===== src/rtl/mem_arb.sv =====
// Two-port arbiter and wait-state sequencer for the shared async ROM/RAM bus.
// The CPU and debug ports are served round-robin on ties, and writes into the ROM window are blocked.
module mem_arb #(
    parameter int unsigned  WAIT     = 2,
    parameter logic [15:0]  ROM_BASE = 16'hFF00
) (
    input  logic        clk,
    input  logic        reset,
    input  logic        cpu_req,
    input  logic        cpu_we,
    input  logic [15:0] cpu_addr,
    input  logic [7:0]  cpu_wdata,
    output logic        cpu_ack,
    output logic [7:0]  cpu_rdata,
    input  logic        dbg_req,
    input  logic        dbg_we,
    input  logic [15:0] dbg_addr,
    input  logic [7:0]  dbg_wdata,
    output logic        dbg_ack,
    output logic [7:0]  dbg_rdata,
    output logic        mem_sel,
    output logic [15:0] mem_a,
    output logic        mem_we,
    output logic [7:0]  mem_wdata,
    input  logic [7:0]  mem_rdata,
    output logic        wp_hit
);

    typedef enum logic [1:0] {
        IDLE   = 2'd0,
        ACCESS = 2'd1,
        DONE   = 2'd2
    } state_t;

    localparam logic GNT_CPU = 1'b0;
    localparam logic GNT_DBG = 1'b1;

    state_t      state;
    state_t      state_nx;
    logic [3:0]  cnt;
    logic        last_grant;
    logic        we_lat;
    logic        wp_lat;

    logic        grant_any;
    logic        grant_cpu;
    logic        sel_we;
    logic [15:0] sel_addr;
    logic [7:0]  sel_wdata;

    function automatic logic in_rom(input logic [15:0] a);
        return a >= ROM_BASE;
    endfunction

    // Arbitration and next-state; the port not served last time wins a tie.
    always_comb begin
        state_nx  = state;
        grant_any = 1'b0;
        grant_cpu = 1'b0;
        sel_we    = 1'b0;
        sel_addr  = 16'h0000;
        sel_wdata = 8'h00;
        case (state)
            IDLE: begin
                grant_any = cpu_req | dbg_req;
                grant_cpu = cpu_req & (~dbg_req | (last_grant == GNT_DBG));
                sel_we    = grant_cpu ? cpu_we    : dbg_we;
                sel_addr  = grant_cpu ? cpu_addr  : dbg_addr;
                sel_wdata = grant_cpu ? cpu_wdata : dbg_wdata;
                if (grant_any) begin
                    state_nx = ACCESS;
                end
            end
            ACCESS: begin
                if (cnt == 4'd0) begin
                    state_nx = DONE;
                end
            end
            DONE:    state_nx = IDLE;
            default: state_nx = IDLE;
        endcase
    end

    always_ff @(posedge clk) begin
        if (reset) begin
            state      <= IDLE;
            cnt        <= 4'd0;
            last_grant <= GNT_DBG;
            we_lat     <= 1'b0;
            wp_lat     <= 1'b0;
            mem_sel    <= 1'b0;
            mem_a      <= 16'h0000;
            mem_we     <= 1'b0;
            mem_wdata  <= 8'h00;
            cpu_rdata  <= 8'h00;
            dbg_rdata  <= 8'h00;
        end else begin
            state <= state_nx;
            case (state)
                IDLE: begin
                    if (grant_any) begin
                        mem_sel    <= 1'b1;
                        mem_a      <= sel_addr;
                        mem_wdata  <= sel_wdata;
                        mem_we     <= sel_we & ~in_rom(sel_addr);
                        we_lat     <= sel_we;
                        wp_lat     <= sel_we & in_rom(sel_addr);
                        cnt        <= 4'(WAIT);
                        last_grant <= grant_cpu ? GNT_CPU : GNT_DBG;
                    end
                end
                ACCESS: begin
                    if (cnt == 4'd0) begin
                        mem_sel <= 1'b0;
                        if (!we_lat) begin
                            if (last_grant == GNT_CPU) begin
                                cpu_rdata <= mem_rdata;
                            end else begin
                                dbg_rdata <= mem_rdata;
                            end
                        end
                    end else begin
                        cnt <= cnt - 4'd1;
                    end
                end
                default: ;
            endcase
        end
    end

    // Completion strobes exist only in DONE, so a reset edge cancels them.
    assign cpu_ack = (state == DONE) && (last_grant == GNT_CPU);
    assign dbg_ack = (state == DONE) && (last_grant == GNT_DBG);
    assign wp_hit  = (state == DONE) && wp_lat;

endmodule


===== config.mk =====
export PLATFORM = sky130hd
export DESIGN_NAME = mem_arb
export DESIGN_NICKNAME = d
export VERILOG_FILES = /design/src/rtl/mem_arb.sv
export SDC_FILE = /design/constraint.sdc
export NUM_CORES = 1
export LEC_CHECK = 0
export CAP_MARGIN = 5
export CORE_MARGIN = 5
export CORE_UTILIZATION = 25
export CTS_CLUSTER_DIAMETER = 100
export DETAILED_ROUTE_END_ITERATION = 7
export PLACE_DENSITY_LB_ADDON = 0.05
export REMOVE_ABC_BUFFERS = 1
export SYNTH_ARGS = -nofsm -noshare
export SYNTH_HDL_FRONTEND = slang
export SYNTH_SLANG_ARGS = --single-unit

===== constraint.sdc =====
create_clock -name clk -period 3.1 [get_ports clk]
set_input_delay 0.62 -clock clk [delete_from_list [all_inputs] [get_ports clk]]
set_output_delay 0.62 -clock clk [all_outputs]
set_load 0.02 [all_outputs]

After elaboration in Yosys (flattened, before gate mapping)
Index checks and enable logic that the tools add are counted.

storage, ports and cells
  flip-flop bits (word level) = 51
  bits in latches = 0
  bits in writable memories = 0
  memory bits (read-only) = 0
  bits of input ports = 62
  output and inout port bits = 45
  logic and storage cells = 57
  memories = 0

cells by class
  $add $sub $neg = 1
  multiply operators = 0
  divide/modulo/power cells = 0
  magnitude comparators = 1
  equality and inequality tests = 6
  shift-type cells = 0
  mux-type cells = 17
  bitwise gates (word level) = 9
  reduce and logical (&&, ||, !) cells = 12

operators with widths
  kind                                                       number
  two-way mux 16 bit                                         2
  greater-or-equal comparator 16 bit, second input constant  1
  two-way mux 4 bit                                          2
  two-way mux 8 bit                                          1
  inequality test 2 bit, second input constant               4
  one-hot mux 4 bit (2 select lines)                         1
  AND reduction 4 bit                                        2
  two-way mux 1 bit                                          7
  AND reduction 3 bit                                        2
  zero test 4 bit                                            1
  two-way mux 2 bit                                          2
  NOT 1 bit                                                  4
  one-hot mux 2 bit (2 select lines)                         1
  AND reduction 2 bit                                        2
  subtractor 4 x 1 -> 4 bit, second input constant           1
  bitwise AND 1 bit                                          3
  logical AND 1 bit                                          3
  equality test 2 x 1 -> 1 bit, second input constant        1
  equality test 2 bit, second input constant                 1
  zero test 2 bit                                            1
  OR 1 bit                                                   2
  one-hot mux 1 bit (2 select lines)                         1
  nonzero test 2 bit                                         1

Logic depth before layout (Yosys ltp)
Gate-level depths: netlist of run 1.

  depth after elaboration = 8
  depth in mapped cells = 7

Worst setup path before layout of run 1
Ideal clock, no wire load.

  path kind = input port to flip-flop
  start = input dbg_req
  end = register mem_we
  setup time = 117 ps
  data arrival time = 1574 ps
  data required time = 2983 ps
  path slack = 1408 ps
  cell stages on the path = 5
  cell sequence = inv_1 > o21ai_0 > buf_2 > mux2_2 > a32o_1

between the ends
  word-level cells in the longest chain between the ends = 8
  elaborated cells on any way between the ends = 13
  those cells by class = 1 x order compare; 5 x mux; 6 x bitwise; 1 x reduce/logical

RTL lines
  what                                RTL line  source
  start: declaration                  15        input logic dbg_req,
  NOT 1 bit                           66        grant_cpu = cpu_req & (~dbg_req | (last_grant == GNT_DBG));
  OR 1 bit                            66
  bitwise AND 1 bit                   66
  two-way mux 16 bit                  68        sel_addr = grant_cpu ? cpu_addr : dbg_addr;
  two-way mux 16 bit                  63        case (state)
  greater-or-equal comparator 16 bit  52        return a >= ROM_BASE;
  NOT 1 bit                           105       mem_we <= sel_we & ~in_rom(sel_addr);
  bitwise AND 1 bit                   105
  end signal: assignment              105
  end: declaration                    23        output logic mem_we,

Several ways; a longest one is shown, not always the timed one.
A chain may end at the register's enable or synchronous reset.

Worst setup path in the final report of run 1
  start = register state[1]
  end = output cpu_ack

between the ends
  word-level cells in the longest chain between the ends = 2

RTL lines
  what                      RTL line  source
  start: declaration        38        state_t state;
  start signal: assignment  98        state <= state_nx;
  equality test 2 bit       132       assign cpu_ack = (state == DONE) && (last_grant == GNT_CPU);
  logical AND 1 bit         132
  end: declaration          13        output logic cpu_ack,

Every way passes these cells.

==> metrics.csv, run 1 <==
stage;metric;value;unit
placed_design;place_ws;0.719;ns
synthesis;yosysSeqAreaShare;46.6;%
synthesis;syn_inst;222;
worst_hold_path;min-delay-path-class;reg2reg;
sta;clock_skew;0.00571;ns
run_status;run_status;completed;
worst_setup_path;r2r_end;dbg_rdata[0];
synthesis;synth-compound-area-share;11.1;%
sta;period_needed;2.37;ns
worst_setup_path;r2r_cells;6;
finish;design_area;3470;um^2
finish;final_cell_mix;clkdlybuf4s50_1 (106), dfxtp_1 (51), mux2i_1 (43);
finish;drive_above_1_share;9.76;%
finish;layout_commonest_cell;clkdlybuf4s50_1;
synthesis;ys_warn_count;0;
synthesis;netlist_area;2190;um^2
pwr;pwr-share-seq;41.1;%
worst_setup_path;critPathCaptureType;output port;
clock_tree;cts.path.max_buffers;2;
placed_design;portBuffers;106;
sta;fmax;423;MHz
clock_tree;post_cts_buffers;0;
placed_design;dp_cells;428;
placed_design;dpl_cell_area;3350;um^2
pwr;p_per_area;582;nW/um^2
worst_setup_path;required;2.48;ns
global_routing;grt_pass1_vias;1989;
detailed_routing;ant_nets;0;
pwr;switchingPower;645;uW
finish;n_fill_cell;859;
die;rows;34;
global_routing;grt_pass1_wl;10100;um
finish;nNetsFinal;391;
placed_design;gp_congestion;0.724;
detailed_routing;wirelength;6250;um
global_routing;grt_max_degree;29;
synthesis;synthMuxAreaShare;20.1;%
detailed_routing;first_pass_iters;4;
clock_tree;root_buffer;clkbuf_8;
detailed_routing;wire_per_inst;14.3;um
pwr;pwr-share-clk;24.1;%
clock_tree;clkTransAtPathRegs;0.10;ns
pwr;p_total;2.02;mW
pwr;internal_power;1.38;mW
pwr;peakVddDrop;0.182;mV
sta;worst_pin_slew;0.651;ns
finish;seq_area;1020;um^2
clock_tree;holdBufCountCts;0;
worst_hold_path;holdPathEnd;mem_a[14];
die;die_x;104;um
sta;finalHoldViolCount;0;
detailed_routing;drt_iter0_markers;34;
sta;slew_headroom;56.4;%
detailed_routing;drc_errors;0;
synthesis;ys_seq_elements;51;
synthesis;synth_top_area_share;46.6;%
die;start_util;25.4;%
finish;multi_input_area;1080;um^2
detailed_routing;vias;1929;
clock_tree;clock_latency;0.30;ns
worst_setup_path;worstPathMaxFanout;11;
clock_tree;cts_tree;yes;
flow_run;cap_violations;0;
finish;diodes;0;
die;fp.dieH;104;um
worst_setup_path;worstSetupPathType;reg2out;
pwr;p_comb_share;34.7;%
sta;finalSetupViolCount;0;
die;io_pins;107;
sta;fin_ws;0.733;ns
worst_setup_path;cp-start-kind;flip-flop;
clock_tree;cts_buffers;5;
detailed_routing;viasPerCell;4.42;
synthesis;synth_top_family_by_area;multiplexers;
synthesis;synth_xor_area_share;0.799;%
placed_design;hpwl;4650;um
finish;synthToLayoutAreaGrowth;58.3;%
die;design.core.area;8640;um^2
sta;post-route-period-util;76.3;%
sta;drv_slew;0;
synthesis;synthTopCellsByArea;dfxtp_1 (47%), mux2i_1 (20%), o21ai_2 (5.6%);
worst_setup_path;cp.arrival;1.75;ns
worst_hold_path;hp-start;mem_a[14];
pwr;swShare;31.9;%
sta;rsz0062_at_grt;no;
global_routing;antenna_found_initial;0;
worst_setup_path;reg2reg_slack;1.01;ns
synthesis;yosys.area_share.simple;15.6;%
synthesis;yosys.area_share.adder;1.14;%
synthesis;synth_top_area_cell;dfxtp_1;
global_routing;track_usage;11.4;%
worst_setup_path;r2r_start;cnt[0];
sta;fin_setup_tns;0;ns
die;dieArea;10700;um^2
worst_hold_path;hold_depth;2;
pwr;p_leak;1.45;nW
global_routing;grt_overflow;0;
finish;finalNonFillerCells;436;
clock_tree;cts_resized;0;
synthesis;ys_types;33;
synthesis;syn_area_per_cell;9.87;um^2
clock_tree;clkSinkCount;51;
clock_tree;cts.htree.levels;2;
synthesized netlist by cell type (all sizes together):
master / count
nor2b: 1
a311oi: 1
and3b: 2
mux2: 1
inv: 5
nor4: 1
nor2: 25
and2: 1
o22a: 1
nand2: 27
nor3: 3
o31ai: 2
a32o: 1
dfxtp: 51
a31o: 1
o31a: 1
nand3: 1
or4: 2
xnor2: 2
and4bb: 1
nand4: 4
mux2i: 43
nand4b: 1
nor4b: 1
o21ai: 26
clkbuf: 4
nor3b: 2
buf: 9
ha: 2
registers in the layout (all words and copies together) (netlist names):
register	flops
mem_sel	1
wp_lat	1
mem_wdata	8
we_lat	1
dbg_rdata	8
cpu_rdata	8
mem_we	1
state	2
last_grant	1
cnt	4
mem_a	16
critical path: stages, from the launching register on:
cell,delay [ns]
dfxtp_1,0.53
nor3b_1,0.27
clkdlybuf4s50_1,0.65
routing by layer:
metal	track usage [%]	vias to the layer above	routed length, um
li1	-	984	-
met1	14.0	863	2860
met2	17.1	75	2650
met3	6.16	7	682
met4	3.37	0	70
met5	0	-	0
per-stage QoR:
stage	utilization [%]	hold slack (ns)
2_1_floorplan	-	0.417
6_report	40.2	0.452
4_1_cts	40.2	0.457
5_1_grt	40.2	0.478
3_5_place_dp	38.8	0.438
3_3_place_gp	38.8	0.436
how the worst max path moves through the flow:
stage,from,end,slack [ns],cells after the start
after floorplan,dbg_req,mem_we,-1.13,4
after global placement,dbg_req,mem_a[10],0.75,6
after detailed placement,dbg_req,mem_wdata[0],0.72,6
after CTS,state[1],cpu_ack,0.72,2
after global routing,state[1],cpu_ack,0.62,2
final,state[1],cpu_ack,0.73,2
layout make-up:
type / count / share of cell area [%]
clock inverters: 2 / 1.01
clock buffers: 6 / 2.38
inverters: 5 / 0.541
well taps: 108 / 3.89
repair buffers: 111 / 31.7
multi-input cells: 153 / 31.1
flip-flops and latches: 51 / 29.4
power by group through the flow:
stage	Sequential, mW	Combinational (mW)	Clock [mW]
2_1_floorplan	0.926	0.297	0
3_3_place_gp	0.844	0.714	0
3_5_place_dp	0.845	0.709	0
4_1_cts	0.831	0.713	0.511
5_1_grt	0.848	0.763	0.541
6_report	0.830	0.702	0.488
logic make-up after synthesis:
kind of cell             after synthesis
AND/OR/NAND/NOR                       72
flip-flops                            51
multiplexers                          44
AO/OA/AOI/OAI                         33
buffers and inverters                 18
XOR/XNOR                               2
adder cells (fa/ha/maj)                2
Note: power is estimated with default switching activity, not from simulation.
==> inputs of run 2 (changes only) <==
Clock period 3.1 ns to 2.03 ns, I/O delays scaled along.
==> metrics.csv, run 2 (synthesized netlist as in run 1, its figures left out) <==
stage;metric;value;unit
sta;finalHoldViolCount;0;
die;design.core.area;8640;um^2
clock_tree;cts.htree.levels;2;
global_routing;grt_pass1_vias;1998;
clock_tree;root_buffer;clkbuf_8;
run_status;run_status;completed;
worst_hold_path;hp-start;mem_a[14];
worst_hold_path;hold_depth;2;
pwr;pwr-share-clk;23.7;%
clock_tree;cts.path.max_buffers;2;
clock_tree;cts_tree;yes;
flow_run;cap_violations;0;
sta;clock_skew;0.00527;ns
global_routing;track_usage;11.3;%
worst_setup_path;r2r_cells;6;
detailed_routing;wire_per_inst;14.0;um
global_routing;antenna_found_initial;0;
worst_setup_path;r2r_start;cnt[0];
sta;worst_pin_slew;0.442;ns
worst_setup_path;r2r_end;cpu_rdata[1];
sta;drv_slew;0;
pwr;swShare;31.5;%
finish;synthToLayoutAreaGrowth;61.1;%
detailed_routing;viasPerCell;4.36;
finish;n_fill_cell;851;
finish;largest_register_ffs;16;
placed_design;hpwl;4710;um
worst_setup_path;reg2reg_slack;0.31;ns
detailed_routing;first_pass_iters;4;
worst_setup_path;cp-start-kind;flip-flop;
sta;post-route-period-util;95.7;%
finish;design_area;3530;um^2
sta;slew_headroom;70.3;%
detailed_routing;vias;1929;
pwr;internal_power;2.13;mW
pwr;switchingPower;981;uW
detailed_routing;drc_errors;0;
finish;drive_above_1_share;12.0;%
clock_tree;clock_latency;0.30;ns
clock_tree;cts_buffers;5;
detailed_routing;wirelength;6180;um
worst_hold_path;holdPathEnd;mem_a[14];
pwr;pwr-share-seq;40.7;%
pwr;p_per_area;881;nW/um^2
sta;rsz0062_at_grt;no;
global_routing;grt_max_degree;27;
placed_design;portBuffers;106;
worst_setup_path;worstPathMaxFanout;9;
clock_tree;clkTransAtPathRegs;0.09;ns
placed_design;dpl_cell_area;3410;um^2
global_routing;grt_pass1_wl;10000;um
die;fp.dieH;104;um
die;die_x;104;um
pwr;p_leak;1.51;nW
worst_setup_path;required;1.62;ns
finish;layout_commonest_cell;clkdlybuf4s50_1;
placed_design;gp_congestion;0.732;
worst_setup_path;cp.arrival;1.54;ns
pwr;p_total;3.11;mW
die;start_util;25.4;%
finish;regMostFlops;mem_a;
die;io_pins;107;
pwr;p_comb_share;35.6;%
clock_tree;cts_resized;1;
finish;diodes;0;
finish;nNetsFinal;397;
worst_setup_path;critPathCaptureType;output port;
pwr;peakVddDrop;0.407;mV
clock_tree;clkSinkCount;51;
clock_tree;post_cts_buffers;0;
sta;finalSetupViolCount;0;
worst_hold_path;min-delay-path-class;reg2reg;
clock_tree;holdBufCountCts;0;
detailed_routing;drt_iter0_markers;53;
sta;period_needed;1.94;ns
sta;fmax;515;MHz
detailed_routing;ant_nets;0;
finish;final_cell_mix;clkdlybuf4s50_1 (104), dfxtp_1 (49), mux2i_1 (43);
die;rows;34;
worst_setup_path;worstSetupPathType;reg2out;
global_routing;grt_overflow;0;
die;dieArea;10700;um^2
run 2: changes by cell type in the layout (fill, tap and decap cells not counted):
cell	change
clkdlybuf4s50_1	-2
dfxtp_1	-2
buf_12	+1
dlygate4sd2_1	+1
dfxtp_2	+2
dlymetal6s2s_1	+1
buf_4	+5
run 2: area by class of cell:
type | instances | area (um^2) | share of cell area (%)
inverters | 5 | 18.8 | 0.531
flip-flops and latches | 51 | 1020 | 29.0
clock inverters | 2 | 35.0 | 0.992
multi-input cells | 153 | 1080 | 30.6
well taps | 108 | 135 | 3.83
repair buffers | 117 | 1160 | 32.8
clock buffers | 6 | 82.6 | 2.34
run 2: how the worst max path moves through the flow:
stage / start / end / slack [ns]
floorplan: dbg_req / mem_we / -1.99
global placement: dbg_req / mem_wdata[7] / 0.01
detailed placement: dbg_req / mem_wdata[0] / -0.02
CTS: last_grant / dbg_ack / 0.001
global route: state[0] / wp_hit / 0.02
finish: state[0] / wp_hit / 0.09
run 2: per-layer routing:
layer	share of wire, %	GRT usage (%)
met1	46	14.4
met4	0.63	3.09
met3	10	5.97
met2	43	16.6
met5	0	0
run 2: critical path, cell delays in order (launching register included):
cell,delay (ns)
dfxtp_1,0.40
and3b_1,0.24
clkdlybuf4s50_1,0.60
run 2: power by group through the flow:
| stage | combinational, mW | clock [mW] | sequential [mW] |
|---|---|---|---|
| 6_report | 1.11 | 0.738 | 1.27 |
| 2_1_floorplan | 0.454 | 0 | 1.41 |
| 4_1_cts | 1.13 | 0.771 | 1.27 |
| 3_3_place_gp | 1.13 | 0 | 1.29 |
| 5_1_grt | 1.21 | 0.815 | 1.29 |
| 3_5_place_dp | 1.12 | 0 | 1.29 |
run 2: metrics by stage:
step / cells / hold WS, ns / util, % / setup TNS [ns] / setup slack (ns)
2_1_floorplan: 209 / 0.417 / - / -49.08 / -1.99
3_3_place_gp: 434 / 0.434 / 39.5 / 0 / 0.0133
3_5_place_dp: 434 / 0.442 / 39.5 / -0.0210 / -0.0178
4_1_cts: 442 / 0.455 / 40.8 / 0 / 0.00137
5_1_grt: 442 / 0.479 / 40.9 / 0 / 0.0202
6_report: 442 / 0.453 / 40.9 / 0 / 0.0874
==> inputs of run 3 (changes only) <==
Settings changed: DONT_BUFFER_PORTS from default to 1.
Clock period 2.03 ns to 2.1 ns, I/O delays scaled along.
==> metrics.csv, run 3 (synthesized netlist as in run 1, its figures left out) <==
stage;metric;value;unit
run_status;run_status;completed;
clock_tree;clkSinkCount;51;
finish;n_fill_cell;934;
clock_tree;root_buffer;clkbuf_8;
finish;nNetsFinal;287;
clock_tree;cts_buffers;5;
clock_tree;holdBufCountCts;0;
die;io_pins;107;
clock_tree;clkTransAtPathRegs;0.11;ns
clock_tree;clock_latency;0.31;ns
placed_design;portBuffers;0;
clock_tree;cts_resized;0;
global_routing;use_met3;5.72;%
finish;regMostFlops;mem_a;
detailed_routing;wirelength;5680;um
die;fp.dieH;104;um
detailed_routing;ant_nets;0;
worst_setup_path;cp-startpoint;cnt[0];
pwr;p_per_area;1050;nW/um^2
sta;finalHoldViolCount;0;
sta;fin_hold_ws;0.169;ns
sta;fin_ws;0.384;ns
finish;seq_area;1020;um^2
finish;diodes;0;
global_routing;grt_pass1_wl;9270;um
sta;finalSetupViolCount;0;
finish;final_cell_mix;dfxtp_1 (51), mux2i_1 (43), nand2_1 (27);
die;die_x;104;um
global_routing;grt_max_degree;29;
finish;drive_above_1_share;15.2;%
sta;slew_headroom;70.8;%
detailed_routing;drt_iter0_markers;42;
detailed_routing;wire_per_inst;17.1;um
global_routing;antenna_found_initial;0;
placed_design;hpwl;4270;um
detailed_routing;vias;1547;
detailed_routing;viasPerCell;4.66;
global_routing;grt_overflow;0;
finish;layout_commonest_cell;dfxtp_1;
flow_run;cap_violations;0;
sta;drv_slew;0;
worst_setup_path;worstSetupPathType;reg2reg;
die;dieArea;10700;um^2
die;design.core.area;8640;um^2
detailed_routing;first_pass_iters;3;
worst_setup_path;r2r_start;cnt[0];
pwr;peakVddDrop;0.269;mV
clock_tree;cts_tree;yes;
finish;synthToLayoutAreaGrowth;9.47;%
global_routing;grt_use_met2;16.7;%
finish;largest_register_ffs;16;
pwr;p_leak;1.05;nW
clock_tree;post_cts_buffers;0;
worst_hold_path;min-delay-path-class;in2reg;
global_routing;busiest_layer;met2;
die;rows;34;
worst_setup_path;worstPathMaxFanout;8;
die;start_util;25.4;%
worst_hold_path;hp-start;reset;
worst_setup_path;cp-start-kind;flip-flop;
global_routing;grt_pass1_vias;1636;
placed_design;place_ws;0.391;ns
placed_design;gp_congestion;0.688;
sta;rsz0062_at_grt;no;
detailed_routing;drc_errors;0;
sta;clock_skew;0.00997;ns
worst_setup_path;cp.arrival;1.93;ns
sta;post-route-period-util;81.7;%
sta;fmax;583;MHz
clock_tree;cts.path.max_buffers;2;
sta;period_needed;1.72;ns
worst_setup_path;critPathCaptureType;flip-flop;
sta;worst_pin_slew;0.435;ns
global_routing;track_usage;10.6;%
clock_tree;cts.htree.levels;2;
global_routing;grt_use_met1;12.5;%
finish;multi_input_area;1080;um^2
worst_setup_path;required;2.31;ns
-- run 3: final timing paths --
path                   to  slack, ns  depth (start not counted)
max          cpu_rdata[1]       0.38                          6
min              state[1]       0.17                          1
max reg2reg  cpu_rdata[1]       0.38                          6
min reg2reg        we_lat       0.48                          2
-- run 3: power breakdown --
group          leakage, nW  switching [mW]  total, mW  internal (mW)
clock               0.0408           0.359      0.599          0.239
sequential           0.418           0.268       1.39           1.12
combinational        0.587           0.285      0.535          0.249
total                 1.05           0.913       2.52           1.61
-- run 3: critical path, cell delays in order (launching register included) --
cell and delay (ns):
dfxtp_1 0.34, inv_1 0.09, ha_1 0.16, nor3b_1 0.37, nand3_2 0.34, mux2i_1 0.26
nor2_1 0.05
-- run 3: metal layers --
metal,share of wire [%],wire [um],vias up
met3,12,702,2
li1,-,-,771
met4,0.69,39,0
met2,46,2590,68
met1,41,2350,706
met5,0,0,-
-- run 3: per-stage QoR --
| step | total power [mW] | area [um^2] | setup TNS [ns] | std cells | utilization (%) |
|---|---|---|---|---|---|
| 2_1_floorplan | 1.81 | 2110 | -47.51 | 209 | - |
| 3_3_place_gp | 1.97 | 2310 | 0 | 324 | 26.7 |
| 3_5_place_dp | 1.97 | 2310 | 0 | 324 | 26.7 |
| 4_1_cts | 2.59 | 2400 | 0 | 332 | 27.8 |
| 5_1_grt | 2.69 | 2400 | 0 | 332 | 27.8 |
| 6_report | 2.52 | 2400 | 0 | 332 | 27.8 |
-- run 3: final cells by class --
class	count	share of cell area [%]
multi-input cells	153	45.0
flip-flops and latches	51	42.5
well taps	108	5.63
clock buffers	5	2.87
repair buffers	7	2.19
clock inverters	3	0.991
inverters	5	0.782
